`src/rtl/riscv_mem_pkg.sv`:
```
`default_nettype none
//------------------------------------------------------------------------------
// riscv_mem_pkg : shared types and constants for the unified-memory arbiter
// Rev 1.0
//------------------------------------------------------------------------------
package riscv_mem_pkg;

    typedef enum logic [1:0] {
        NONE = 2'd0,
        I    = 2'd1,
        D    = 2'd2
    } owner_e;

    localparam int DEF_AWIDTH = 12;
    localparam int DEF_DWIDTH = 32;

    // Memory strobes are active low
    localparam logic CSN_ON  = 1'b0;
    localparam logic CSN_OFF = 1'b1;

endpackage
`default_nettype wire

```
`src/rtl/mem_arb_starve_ctr.sv`:
```
`default_nettype none
//------------------------------------------------------------------------------
// mem_arb_starve_ctr : saturating count of consecutive denied fetch cycles
// Rev 1.0
//------------------------------------------------------------------------------
module mem_arb_starve_ctr #(
    parameter int LIMIT = 4,
    parameter int CNT_W = 3
) (
    input  logic clk,
    input  logic rst_n,
    input  logic i_clr,
    input  logic i_inc,
    output logic o_at_limit
);

    logic [CNT_W-1:0] r_cnt;

    assign o_at_limit = (r_cnt == CNT_W'(LIMIT));

    always_ff @(posedge clk) begin
        if (!rst_n || i_clr) begin
            r_cnt <= '0;
        end else if (i_inc && !o_at_limit) begin
            r_cnt <= r_cnt + CNT_W'(1);
        end
    end

endmodule
`default_nettype wire

```
`src/rtl/riscv_mem_arbiter.sv`:
```
`default_nettype none
//------------------------------------------------------------------------------
// riscv_mem_arbiter : fetch/data arbiter for one single-port synchronous SRAM
// Optional perf counters enabled by RISCV_MEM_ARB_PERF_EN.  Rev 1.0
//------------------------------------------------------------------------------
module riscv_mem_arbiter
    import riscv_mem_pkg::*;
#(
    parameter int AWIDTH       = DEF_AWIDTH,
    parameter int DWIDTH       = DEF_DWIDTH,
    parameter int STARVE_LIMIT = 4,
    parameter int CNT_W        = 3
) (
    input  logic              CLK,
    input  logic              RSTn,
    input  logic              I_REQ,
    input  logic [AWIDTH-1:0] I_ADDR,
    output logic              I_GNT,
    output logic              I_RVALID,
    output logic [DWIDTH-1:0] I_RDATA,
    input  logic              D_REQ,
    input  logic              D_WE,
    input  logic [AWIDTH-1:0] D_ADDR,
    input  logic [DWIDTH-1:0] D_WDATA,
    output logic              D_GNT,
    output logic              D_RVALID,
    output logic [DWIDTH-1:0] D_RDATA,
    output logic              MEM_CSN,
    output logic              MEM_WEN,
    output logic [AWIDTH-1:0] MEM_ADDR,
    output logic [DWIDTH-1:0] MEM_DI,
    input  logic [DWIDTH-1:0] MEM_DOUT
`ifdef RISCV_MEM_ARB_PERF_EN
    ,
    output logic [31:0]       CONFLICT_CNT,
    output logic [31:0]       STARVE_CNT
`endif
);

    logic              w_at_limit;
    logic              w_i_win;
    logic              w_d_win;
    logic [AWIDTH-1:0] r_last_addr;
    owner_e            r_rd_owner;

    // Data has priority unless fetch has been starved up to the limit
    assign w_i_win = I_REQ & (~D_REQ | w_at_limit);
    assign w_d_win = D_REQ & ~w_i_win;

    assign I_GNT = RSTn & w_i_win;
    assign D_GNT = RSTn & w_d_win;

    assign MEM_CSN = (I_GNT | D_GNT) ? CSN_ON : CSN_OFF;
    assign MEM_WEN = (D_GNT & D_WE)  ? CSN_ON : CSN_OFF;

    always_comb begin
        MEM_ADDR = r_last_addr;
        MEM_DI   = '0;
        if (I_GNT) begin
            MEM_ADDR = I_ADDR;
        end else if (D_GNT) begin
            MEM_ADDR = D_ADDR;
            MEM_DI   = D_WDATA;
        end
    end

    mem_arb_starve_ctr #(
        .LIMIT (STARVE_LIMIT),
        .CNT_W (CNT_W)
    ) u_starve_ctr (
        .clk        (CLK),
        .rst_n      (RSTn),
        .i_clr      (~I_REQ | I_GNT),
        .i_inc      (I_REQ & ~I_GNT),
        .o_at_limit (w_at_limit)
    );

    always_ff @(posedge CLK) begin
        if (!RSTn) begin
            r_last_addr <= '0;
            r_rd_owner  <= NONE;
        end else begin
            if (I_GNT) begin
                r_last_addr <= I_ADDR;
            end else if (D_GNT) begin
                r_last_addr <= D_ADDR;
            end
            if (I_GNT) begin
                r_rd_owner <= I;
            end else if (D_GNT && !D_WE) begin
                r_rd_owner <= D;
            end else begin
                r_rd_owner <= NONE;
            end
        end
    end

    // Response flags are masked while reset is held so a pending read is dropped
    assign I_RVALID = RSTn & (r_rd_owner == I);
    assign D_RVALID = RSTn & (r_rd_owner == D);
    assign I_RDATA  = MEM_DOUT;
    assign D_RDATA  = MEM_DOUT;

`ifdef RISCV_MEM_ARB_PERF_EN
    logic [31:0] r_conflict_cnt;
    logic [31:0] r_starve_cnt;

    always_ff @(posedge CLK) begin
        if (!RSTn) begin
            r_conflict_cnt <= '0;
            r_starve_cnt   <= '0;
        end else begin
            if (I_REQ && D_REQ) begin
                r_conflict_cnt <= r_conflict_cnt + 32'd1;
            end
            if (I_GNT && D_REQ) begin
                r_starve_cnt <= r_starve_cnt + 32'd1;
            end
        end
    end

    assign CONFLICT_CNT = r_conflict_cnt;
    assign STARVE_CNT   = r_starve_cnt;
`endif

endmodule
`default_nettype wire

```
`config.mk`:
```
export PLATFORM = sky130hd
export DESIGN_NAME = riscv_mem_arbiter
export DESIGN_NICKNAME = d
export VERILOG_FILES = /design/src/rtl/riscv_mem_pkg.sv /design/src/rtl/mem_arb_starve_ctr.sv /design/src/rtl/riscv_mem_arbiter.sv
export SDC_FILE = /design/constraint.sdc
export NUM_CORES = 1
export LEC_CHECK = 0
export CAP_MARGIN = 20
export CORE_AREA = 2 2 80 82
export DETAILED_ROUTE_END_ITERATION = 8
export DIE_AREA = 0 0 82 84
export DONT_BUFFER_PORTS = 1
export SETUP_SLACK_MARGIN = 0.1
export SLEW_MARGIN = 20
export SYNTH_ARGS = -nofsm -noshare
export SYNTH_HDL_FRONTEND = slang
export SYNTH_SLANG_ARGS = --single-unit
```
`constraint.sdc`:
```
create_clock -name CLK -period 3.9 [get_ports CLK]
set_input_delay 0.195 -clock CLK [delete_from_list [all_inputs] [get_ports CLK]]
set_output_delay 0.195 -clock CLK [all_outputs]
set_load 0.03 [all_outputs]
```
Word level (Yosys, flattened, before mapping)
Index checks and enable logic that the tools add are counted.
W data, S select, Z words.
- flip-flop bits (word level): 17
- input port bits: 93
- output and inout bits: 114
- logic and storage cells: 39
- bitwise operators: 16
- multiplexer cells: 8
- equal/unequal tests: 3
- $add $sub $neg: 1
- reduce and logical (&&, ||, !) cells: 7
- operators with widths (kind ; number):
    $mux W32 ; 2
    $mux W12 ; 2
    $and A1 B1 Y1 ; 8
    $not A1 Y1 ; 5
    $add A3 B1 Y3 const B ; 1
    $eq A3 B3 Y1 const B ; 1
    $logic_not A1 Y1 ; 3
    $mux W1 ; 3
    $or A1 B1 Y1 ; 3
    $eq A2 B1 Y1 const B ; 1
    $eq A2 B2 Y1 const B ; 1
    $logic_and A1 B1 Y1 ; 2
    $mux W2 ; 1
    $reduce_or A2 Y1 ; 1
    $logic_or A1 B1 Y1 ; 1

Logic depth before layout (Yosys ltp)
Gate-level depths: netlist of the first run.
- depth after elaboration: 9
- mapped depth: 6
- depth with buffers taken out: 5

Modules after synthesis
A second synthesis of the first run with hierarchy kept.
- cell total of the unflattened synthesis: 257
- area, all modules: 1996.9 sq um
- modules (own cells, without submodules) (module ; seq. area each (sq um) ; area an instance (sq um) ; instances ; cells each):
    riscv_mem_arbiter ; 280.3 ; 1809.2 ; 1 ; 239
    mem_arb_starve_ctr ; 60.1 ; 187.7 ; 1 ; 18

Worst setup path before layout of the first run
No wires, ideal clock.
- path kind: register -> output
- start: register u_starve_ctr.r_cnt[0]
- end: output port MEM_WEN
- path buffers: 0
- required time: 3.705 ns
- arrival time: 1.346 ns
- cell stages (with the launch flop): 6
- path slack: 2.359 ns
- cells stage by stage: dfxtp_1 > inv_1 > ha_1 > nand3_2 > and2_1 > nand2_1
- longest elaborated chain between the ends: 8
- RTL lines (what ; RTL line ; source):
    start, declared ; mem_arb_starve_ctr.sv:17 ; logic [CNT_W-1:0] r_cnt;
    start signal, assigned ; mem_arb_starve_ctr.sv:25 ; r_cnt <= r_cnt + CNT_W'(1);
    $eq A3 B3 Y1 ; mem_arb_starve_ctr.sv:19 ; assign o_at_limit = (r_cnt == CNT_W'(LIMIT));
    $or A1 B1 Y1 ; riscv_mem_arbiter.sv:47 ; assign w_i_win = I_REQ & (~D_REQ | w_at_limit);
    $and A1 B1 Y1 ; riscv_mem_arbiter.sv:47 ;
    $not A1 Y1 ; riscv_mem_arbiter.sv:48 ; assign w_d_win = D_REQ & ~w_i_win;
    $and A1 B1 Y1 ; riscv_mem_arbiter.sv:48 ;
    $and A1 B1 Y1 ; riscv_mem_arbiter.sv:51 ; assign D_GNT = RSTn & w_d_win;
    net D_GNT ; riscv_mem_arbiter.sv:25 ; output logic D_GNT,
    $and A1 B1 Y1 ; riscv_mem_arbiter.sv:54 ; assign MEM_WEN = (D_GNT & D_WE) ? CSN_ON : CSN_OFF;
    $mux W1 ; riscv_mem_arbiter.sv:54 ;
    end, declared ; riscv_mem_arbiter.sv:29 ; output logic MEM_WEN,
The timed path passes the listed nets, and every way through them passes these cells.

Worst setup path in the final report of the first run
Ends and elaborated chain as after synthesis.

==> out/qor.txt, run 1 <==
total grt overflow = 0
dominant synthesized flop cell = dfxtp_1
Synth Warn # = 0
post-synth net total = 294
postcts setup bufs = 0
drt first pass iters = 4
largest net degree at the start of global routing = 46
Die Ht = 84 µm
count of pins over their slew limit = 0
Post-Synthesis Cells = 199
clk sinks = 17
dpl cells = 198
Max VDD drop = 0.163 mV
global placement routability congestion = 0.669
worst-margin pin slew = 1.03 ns
Detail Placement HPWL = 2760 µm
overall power = 0.000441 W
vias = 1038
DRC viols = 0
Peak Freq = 409 MHz
first-pass GRT wire length = 5400 µm
top cells by count, synth = buf_4 (64), and3_1 (32), dfxtp_1 (17)
Cell Area, Placed = 1140 µm²
Buffers on Ports = 0
Netlist cell types = 28
CTS tree = built
WL per Instance = 18.5 µm
hold_buf cts = 1
Final ANT Viol Nets = 0
CP endpoint kind = output pin
CTS buffer count = 3
clk_lat worst skew = 0.26 ns
fin cells = 203
setup TNS = 0 ns
GR Util All Layers = 0.0998
Final period util = 0.627
outcome = completed
worst-path fanout max = 45
clk_skew = 0.00207 ns
Power Dens Cells = 367 nW/µm²
layout cells sized above 1 = 0.143
initial antenna violation count = 0
fillers = 702
Critical Path Start Type = register
slew margin rel. = 0.312
Hold WC Path Type = input pin to register
Final Hold Vio Count = 0
share of the synthesized area in the top cell type = 0.289
maximum clock path buffer count = 2
die area = 6890 µm²
post-synthesis sequential area ratio = 0.205
starting density of the core = 0.272
most area-consuming cells after synthesis = buf_4 (29%), dfxtp_1 (20%), and3_1 (12%)
Worst EP arrival = 2.25 ns
number of global-route vias before repair = 999
nets@finish = 222
final wirelength = 3760 µm
sequential cell area = 340 µm²
#FFs+latches synth = 17
design area = 1200 µm²
maxcap violations = 0
Pleak = 0.543 nW
clock slew at reported path FFs = 0.08 ns
# IOs = 207
synthesized cell area = 1660 µm²
synthesized area per cell = 8.34 µm²
Core Footprint = 6100 µm²
antenna cells = 0
Final Setup Violations = 0
Synth async-reset ratio = 0
top-count cell post-synth = buf_4
min cycle time layout = 2.44 ns
post-cts sizing count = 0
Vias/cell = 5.11
Post-synth EDFFs = 0
Iter 0 DRT Violations = 23
CP Data Required Time = 3.70 ns
area grow syn2layout = -27.7%
unrepaired setup endpoints after global routing = no
Row Count = 29
CTS root buf = clkbuf_8
H-tree Lvls = 1
die width = 82 µm
Critical Setup Path Class = register to output pin
Multi-input gate area = 694 µm²
Synth area leader = buf_4
Core Util, Final = 0.197
registers in the layout (all words and copies together) (netlist names):
register and count:
r_last_addr 12, u_starve_ctr.r_cnt 3, r_rd_owner 2
critical path, stage by stage (launching register included):
cell,delay (ns)
dfxtp_1,0.33
inv_1,0.06
ha_1,0.19
nand3_2,0.60
and2_1,0.51
nand2_1,0.29
layout by cell type, fill, tap and decap left out, types with 2 or more instances in the layout:
| cell type | count |
|---|---|
| dfxtp_1 | 17 |
| nand3_2 | 3 |
| nor3b_1 | 2 |
| inv_1 | 3 |
| clkbuf_8 | 3 |
| a21boi_2 | 2 |
| a32oi_1 | 9 |
| nand3_1 | 10 |
| nand2_1 | 15 |
| a32oi_2 | 3 |
| and3_1 | 32 |
| ha_1 | 2 |
| and2_1 | 2 |
| nor2_1 | 3 |
| and2_2 | 2 |
| a21boi_1 | 9 |
per-stage QoR:
stage / setup WS (ns) / hold WS, ns
5_1_grt: 1.19 / 0.0515
3_3_place_gp: 1.83 / 0.270
4_1_cts: 1.45 / 0.0362
6_report: 1.46 / 0.0409
2_1_floorplan: 2.36 / 0.267
3_5_place_dp: 1.74 / 0.272
area by class of cell:
cell class	instances	area share
inverters	3	0.00938
repair buffers	1	0.00833
multi-input cells	101	0.578
well taps	77	0.0802
flip-flops and latches	17	0.283
clock inverters	1	0.00625
clock buffers	3	0.0344
per-layer routing:
layer  wire, µm  part of all wire  track usage
met4        152             0.040       0.0591
met2       1730              0.46        0.143
met5          0                 0            0
met1       1570              0.42        0.131
met3        312             0.083       0.0271
final timing paths:
check                         from                    end  slack [ns]  cells past startpoint
max          u_starve_ctr.r_cnt[0]                MEM_WEN        1.46                      5
max reg2reg  u_starve_ctr.r_cnt[0]          r_rd_owner[1]        1.91                      5
min reg2reg  u_starve_ctr.r_cnt[0]  u_starve_ctr.r_cnt[0]        0.45                      1
min                          D_REQ  u_starve_ctr.r_cnt[2]        0.04                      2
cell families (layout without fill, tap and decap cells):
kind of cell,after synthesis,after routing,share of synthesized area
adders and majority gates,2,2,0.0151
AOI/OAI and AO/OA,26,26,0.147
DFF,17,17,0.205
and+or+nand+nor,72,72,0.250
buffers and inverters,81,8,0.377
muxes,1,1,0.00603
report_power, final:
group / switching, W / total [W] / internal, W
clock network: 0.0000689 / 0.000141 / 0.0000720
registers: 0.00000294 / 0.000185 / 0.000182
logic: 0.0000892 / 0.000114 / 0.0000253
Note: power is estimated with default switching activity, not from simulation.
==> inputs of run 2 (changes only) <==
--- a/config.mk
+++ b/config.mk
@@ -5,10 +5,11 @@
 export SDC_FILE = /design/constraint.sdc
 export NUM_CORES = 1
 export LEC_CHECK = 0
+export ABC_AREA = 1
 export CAP_MARGIN = 20
-export CORE_AREA = 2 2 80 82
+export CORE_AREA = 2 2 79 81
 export DETAILED_ROUTE_END_ITERATION = 8
-export DIE_AREA = 0 0 82 84
+export DIE_AREA = 0 0 81 83
 export DONT_BUFFER_PORTS = 1
 export SETUP_SLACK_MARGIN = 0.1
 export SLEW_MARGIN = 20
==> constraint.sdc (replaced) <==
create_clock -name CLK -period 2.1 [get_ports CLK]
set_input_delay 0.105 -clock CLK [delete_from_list [all_inputs] [get_ports CLK]]
set_output_delay 0.105 -clock CLK [all_outputs]
set_load 0.03 [all_outputs]
==> out/qor.txt, run 2 <==
outcome = completed
antenna cells = 0 (unchanged)
fillers = 679 (-3.3%)
maxcap violations = 0 (unchanged)
Hold WC Path Type = input pin to register
worst-path cell chain = inv_1 -> ha_1 -> nand2_2 -> nand2_4 -> nand2_8 -> buf_4 -> nand3_1 -> nand3_1 -> buf_4
fin cells = 310 (+53%)
initial antenna violation count = 0 (unchanged)
largest family of logic cells by synthesized area = buffers and inverters
post-synth net total = 360 (+22%)
Critical Setup Path Class = register to output pin
die area = 6720 µm² (-2.4%)
simple-gate area share of the yosys netlist = 0.327 (+0.0768)
mux share of post-synthesis cell area = 0 (-0.00603)
Synth async-reset ratio = 0 (unchanged)
CP endpoint kind = output pin
count of pins over their slew limit = 0 (unchanged)
Vias/cell = 4.27 (-16%)
Iter 0 DRT Violations = 32 (+39%)
nets@finish = 331 (+49%)
Cell Area, Placed = 1520 µm² (+33%)
first-pass GRT wire length = 6220 µm (+15%)
Power Dens Cells = 536 nW/µm² (+46%)
dpl cells = 301 (+52%)
slew margin rel. = 0.589 (+0.277)
synthesized area per cell = 6.44 µm² (-23%)
Final Hold Vio Count = 0 (unchanged)
min cycle time layout = 1.88 ns
maximum clock path buffer count = 2 (unchanged)
Pleak = 1.01 nW (+86%)
number of global-route vias before repair = 1256 (+26%)
CTS root buf = clkbuf_8
unrepaired setup endpoints after global routing = no
Row Count = 28 (-3.4%)
Worst EP arrival = 1.78 ns (-0.47 ns)
Core Footprint = 5820 µm² (-4.6%)
WL per Instance = 13.4 µm (-28%)
Post-Synthesis Cells = 265 (+33%)
# IOs = 207 (unchanged)
CP Data Required Time = 2.00 ns (-1.70 ns)
Final Setup Violations = 0 (unchanged)
number of flip-flops in the largest register = 12 (unchanged)
leading cell type in the layout, fill and taps excluded = inv_1
CTS buffer count = 3 (unchanged)
largest registers = r_last_addr x12, u_starve_ctr.r_cnt x3, r_rd_owner x2
synthesized cell area = 1710 µm² (+2.8%)
share of the synthesized area in the top cell type = 0.290 (+0.000948)
Die Ht = 83 µm (-1.2%)
post-synthesis sequential area ratio = 0.199 (-0.00556)
Max VDD drop = 0.305 mV (+87%)
CP peak stage delay = 0.35 ns (-0.25 ns)
Netlist cell types = 18 (-36%)
DRC viols = 0 (unchanged)
H-tree Lvls = 1 (unchanged)
area grow syn2layout = -4.25%
worst-path fanout max = 14 (-69%)
Final period util = 0.896
top cells by count, synth = buf_4 (66), inv_1 (50), nor2_1 (37)
largest net degree at the start of global routing = 35 (-24%)
Buffers on Ports = 0 (unchanged)
GR Util All Layers = 0.117 (+0.0175)
slowest CP cell = dfxtp_1
final wirelength = 4140 µm (+10%)
total grt overflow = 0 (unchanged)
worst-margin pin slew = 0.614 ns (-0.417 ns)
clk_lat worst skew = 0.26 ns (about the same)
setup TNS = 0 ns (unchanged)
global placement routability congestion = 0.729 (+8.9%)
overall power = 0.000875 W (+99%)
drt first pass iters = 4 (unchanged)
Peak Freq = 531 MHz
clock slew at reported path FFs = 0.07 ns (about the same)
Final ANT Viol Nets = 0 (unchanged)
Critical Path Start Type = register
Top reg by flops = r_last_addr
vias = 1325 (+28%)
CTS tree = built
Synth Area in Compound Gates = 0.0154 (-0.132)
Post-Synth XOR/XNOR Area = 0 (unchanged)
most frequent cells in the layout = inv_1 (50), buf_4 (40), nor2_1 (37), nand2_1 (33), dfxtp_1 (17)
die width = 81 µm (-1.2%)
Synth area leader = buf_4
clk_skew = 0.00249 ns (+0.000428 ns)
top-count cell post-synth = buf_4
adder-cell share of the synthesized area = 0.0147 (-0.000409)
Detail Placement HPWL = 3190 µm (+16%)
starting density of the core = 0.293 (+0.0211)
Post-synth EDFFs = 0 (unchanged)
Synth Warn # = 0 (unchanged)
layout cells sized above 1 = 0.264 (+0.121)
clk sinks = 17 (unchanged)
#FFs+latches synth = 17 (unchanged)
most area-consuming cells after synthesis = buf_4 (29%), dfxtp_1 (20%), inv_1 (11%)
design area = 1630 µm² (+36%)
dominant synthesized flop cell = dfxtp_1
[run 2: worst paths after layout]
check	startpoint	endpoint	slack (ns)	depth (start not counted)
setup / recovery	u_starve_ctr.r_cnt[0]	MEM_ADDR[7]	0.22	9
hold / removal	I_REQ	u_starve_ctr.r_cnt[1]	0.01	2
setup reg to reg	u_starve_ctr.r_cnt[0]	r_last_addr[0]	0.46	10
hold reg to reg	u_starve_ctr.r_cnt[0]	u_starve_ctr.r_cnt[0]	0.48	2
[run 2: report_power, final]
part / internal (W) / total (W) / switching [W]
Clock: 0.000134 / 0.000260 / 0.000126
Combinational: 0.0000821 / 0.000273 / 0.000191
Sequential: 0.000338 / 0.000343 / 0.00000502
[run 2: area by class of cell]
type                    instances  area (µm²)  area share
clock buffers                   3        41.3      0.0253
clock inverters                 1        7.51     0.00459
inverters                      53         199       0.122
multi-input cells             119         632       0.387
flip-flops and latches         17         340       0.208
well taps                      75        93.8      0.0574
repair buffers                 42         320       0.196
[run 2: critical path: cells and delay by family (launching register included)]
kind | cells | cell delay [ns]
simple gates | 5 | 0.58
flops | 1 | 0.35
buf+inv | 3 | 0.39
fa+ha+maj | 1 | 0.20
[run 2: logic make-up after synthesis]
family | count (synthesis)
buf+inv | 129
compound gates | 4
simple gates | 113
fa+ha+maj | 2
flops | 17
[run 2: repair_timing]
action / in CTS / in global routing
setup buffers: 0 / 3
resized for setup: 2 / 1
hold buffers: 2 / 0
endpoints found under the setup margin: 34 / 34
pin swaps: 0 / 1
hold endpoints to repair: 13 / 0
[run 2: stage by stage]
step,hold WS [ns],setup slack (ns),utilization
after global placement,0.180,0.250,0.261
final,0.0103,0.218,0.281
after CTS,0.000996,0.130,0.276
after floorplan,0.177,0.498,-
after detailed placement,0.183,0.183,0.261
after global routing,0.0133,0.112,0.281
[run 2: layer usage]
metal | track usage | vias to the layer above | wire (µm)
li1 | - | 664 | -
met1 | 0.132 | 583 | 1610
met2 | 0.198 | 59 | 2080
met3 | 0.0337 | 19 | 340
met4 | 0.0586 | 0 | 106
met5 | 0 | - | 0
==> inputs of run 3 (changes only) <==
--- a/config.mk
+++ b/config.mk
@@ -7,7 +7,7 @@
 export LEC_CHECK = 0
 export ABC_AREA = 1
 export CAP_MARGIN = 20
-export CORE_AREA = 2 2 79 81
+export CORE_AREA = 3 3 78 80
 export DETAILED_ROUTE_END_ITERATION = 8
 export DIE_AREA = 0 0 81 83
 export DONT_BUFFER_PORTS = 1
==> out/qor.txt, run 3 (same netlist as run 2, synthesis figures left out) <==
Worst EP arrival = 1.77 ns (about the same)
worst-path fanout max = 14 (unchanged)
CP endpoint kind = output pin
leading cell type in the layout, fill and taps excluded = inv_1
Final period util = 0.894 (-0.00260)
min cycle time layout = 1.88 ns (-0.00547 ns)
Buffers on Ports = 0 (unchanged)
starting density of the core = 0.312 (+0.0184)
clk_lat worst skew = 0.26 ns (about the same)
Final ANT Viol Nets = 0 (unchanged)
Die Ht = 83 µm (unchanged)
global placement routability congestion = 0.720 (-1.1%)
Pleak = 1.01 nW (+0.35%)
Core Footprint = 5470 µm² (-5.9%)
maxcap violations = 0 (unchanged)
setup TNS = 0 ns (unchanged)
clk_skew = 0.00535 ns (+0.00286 ns)
Final Setup Violations = 0 (unchanged)
antenna cells = 0 (unchanged)
area grow syn2layout = -3.45%
CP Data Required Time = 2.00 ns (about the same)
Critical Setup Path Class = register to output pin
largest registers = r_last_addr x12, u_starve_ctr.r_cnt x3, r_rd_owner x2
# IOs = 207 (unchanged)
number of global-route vias before repair = 1298 (+3.3%)
die area = 6720 µm² (unchanged)
Fin Hold WS = 0.0290 ns (+0.0187 ns)
number of flip-flops in the largest register = 12 (unchanged)
Final Hold Vio Count = 0 (unchanged)
Top reg by flops = r_last_addr
GR Util All Layers = 0.122 (+0.00433)
total grt overflow = 0 (unchanged)
Detail Placement HPWL = 3470 µm (+9.0%)
Row Count = 27 (-3.6%)
Iter 0 DRT Violations = 48 (+50%)
Max VDD drop = 0.195 mV (-36%)
Critical Path Start Type = register
largest net degree at the start of global routing = 35 (unchanged)
initial antenna violation count = 0 (unchanged)
final wirelength = 4460 µm (+7.8%)
unrepaired setup endpoints after global routing = no
outcome = completed
layout cells sized above 1 = 0.255 (-0.00851)
Peak Freq = 533 MHz (+0.29%)
Hold WC Path Type = input pin to register
H-tree Lvls = 1 (unchanged)
Vias/cell = 4.47 (+4.5%)
nets@finish = 331 (unchanged)
clk sinks = 17 (unchanged)
CTS buffer count = 3 (unchanged)
first-pass GRT wire length = 6310 µm (+1.4%)
fillers = 602 (-11%)
DRC viols = 0 (unchanged)
worst-margin pin slew = 0.583 ns (-0.0311 ns)
CTS tree = built
r2r setup slk = 0.36 ns (-0.10 ns)
CTS root buf = clkbuf_8
most frequent cells in the layout = inv_1 (50), nor2_1 (37), buf_4 (37), nand2_1 (33), dfxtp_1 (17)
count of pins over their slew limit = 0 (unchanged)
vias = 1371 (+3.5%)
WL per Instance = 14.5 µm (+8.9%)
clock slew at reported path FFs = 0.08 ns (about the same)
drt first pass iters = 4 (unchanged)
Power Dens Cells = 532 nW/µm² (-0.65%)
die width = 81 µm (unchanged)
overall power = 0.000877 W (+0.19%)
maximum clock path buffer count = 2 (unchanged)
slew margin rel. = 0.610 (+0.0208)
-- run 3: worst paths after layout --
kind,startpoint,cells past startpoint,to
max,u_starve_ctr.r_cnt[0],8,MEM_ADDR[10]
min,I_REQ,2,r_rd_owner[0]
max reg2reg,u_starve_ctr.r_cnt[0],10,r_last_addr[10]
min reg2reg,u_starve_ctr.r_cnt[0],2,u_starve_ctr.r_cnt[0]
-- run 3: timing repair --
| action | 4_1_cts | 5_1_grt |
|---|---|---|
| setup buffers | 0 | 3 |
| gates resized for setup | 2 | 1 |
| pin swaps | 0 | 1 |
| hold endpoints to repair | 13 | 2 |
| endpoints found under the setup margin | 34 | 34 |
| hold buffers | 2 | 2 |
-- run 3: worst max-delay path, cell delays in order (launching register included) --
cell and delay [ns]:
dfxtp_1 0.35, inv_1 0.06, ha_1 0.20, nand2_2 0.12, nand2_4 0.15, nand2_8 0.14, buf_12 0.11, nand3_1 0.06
nand3_1 0.31
-- run 3: metrics by stage --
stage	instance area (µm²)	instances	worst slack (ns)	util
2_1_floorplan	1710	265	0.498	-
3_3_place_gp	1500	296	0.222	0.274
3_5_place_dp	1500	296	0.143	0.274
4_1_cts	1580	302	0.108	0.289
5_1_grt	1650	307	0.112	0.301
6_report	1650	307	0.223	0.301
-- run 3: routing by layer --
metal	share of wire	track usage	vias up
met2	0.49	0.212	97
met5	0	0	-
met3	0.16	0.0716	23
li1	-	-	665
met1	0.32	0.105	586
met4	0.031	0.0676	0
-- run 3: area by class of cell --
| type | instances | area, µm² | area share |
|---|---|---|---|
| flip-flops and latches | 17 | 340 | 0.207 |
| repair buffers | 42 | 338 | 0.205 |
| clock inverters | 1 | 7.51 | 0.00456 |
| well taps | 72 | 90.1 | 0.0547 |
| multi-input cells | 119 | 632 | 0.383 |
| clock buffers | 3 | 41.3 | 0.0251 |
| inverters | 53 | 199 | 0.121 |
-- run 3: report_power, final --
| part | leakage, nW | switching, W | internal, W |
|---|---|---|---|
| combinational | 0.851 | 0.000192 | 0.0000830 |
| clock | 0.0217 | 0.000126 | 0.000134 |
| sequential | 0.139 | 0.00000456 | 0.000338 |
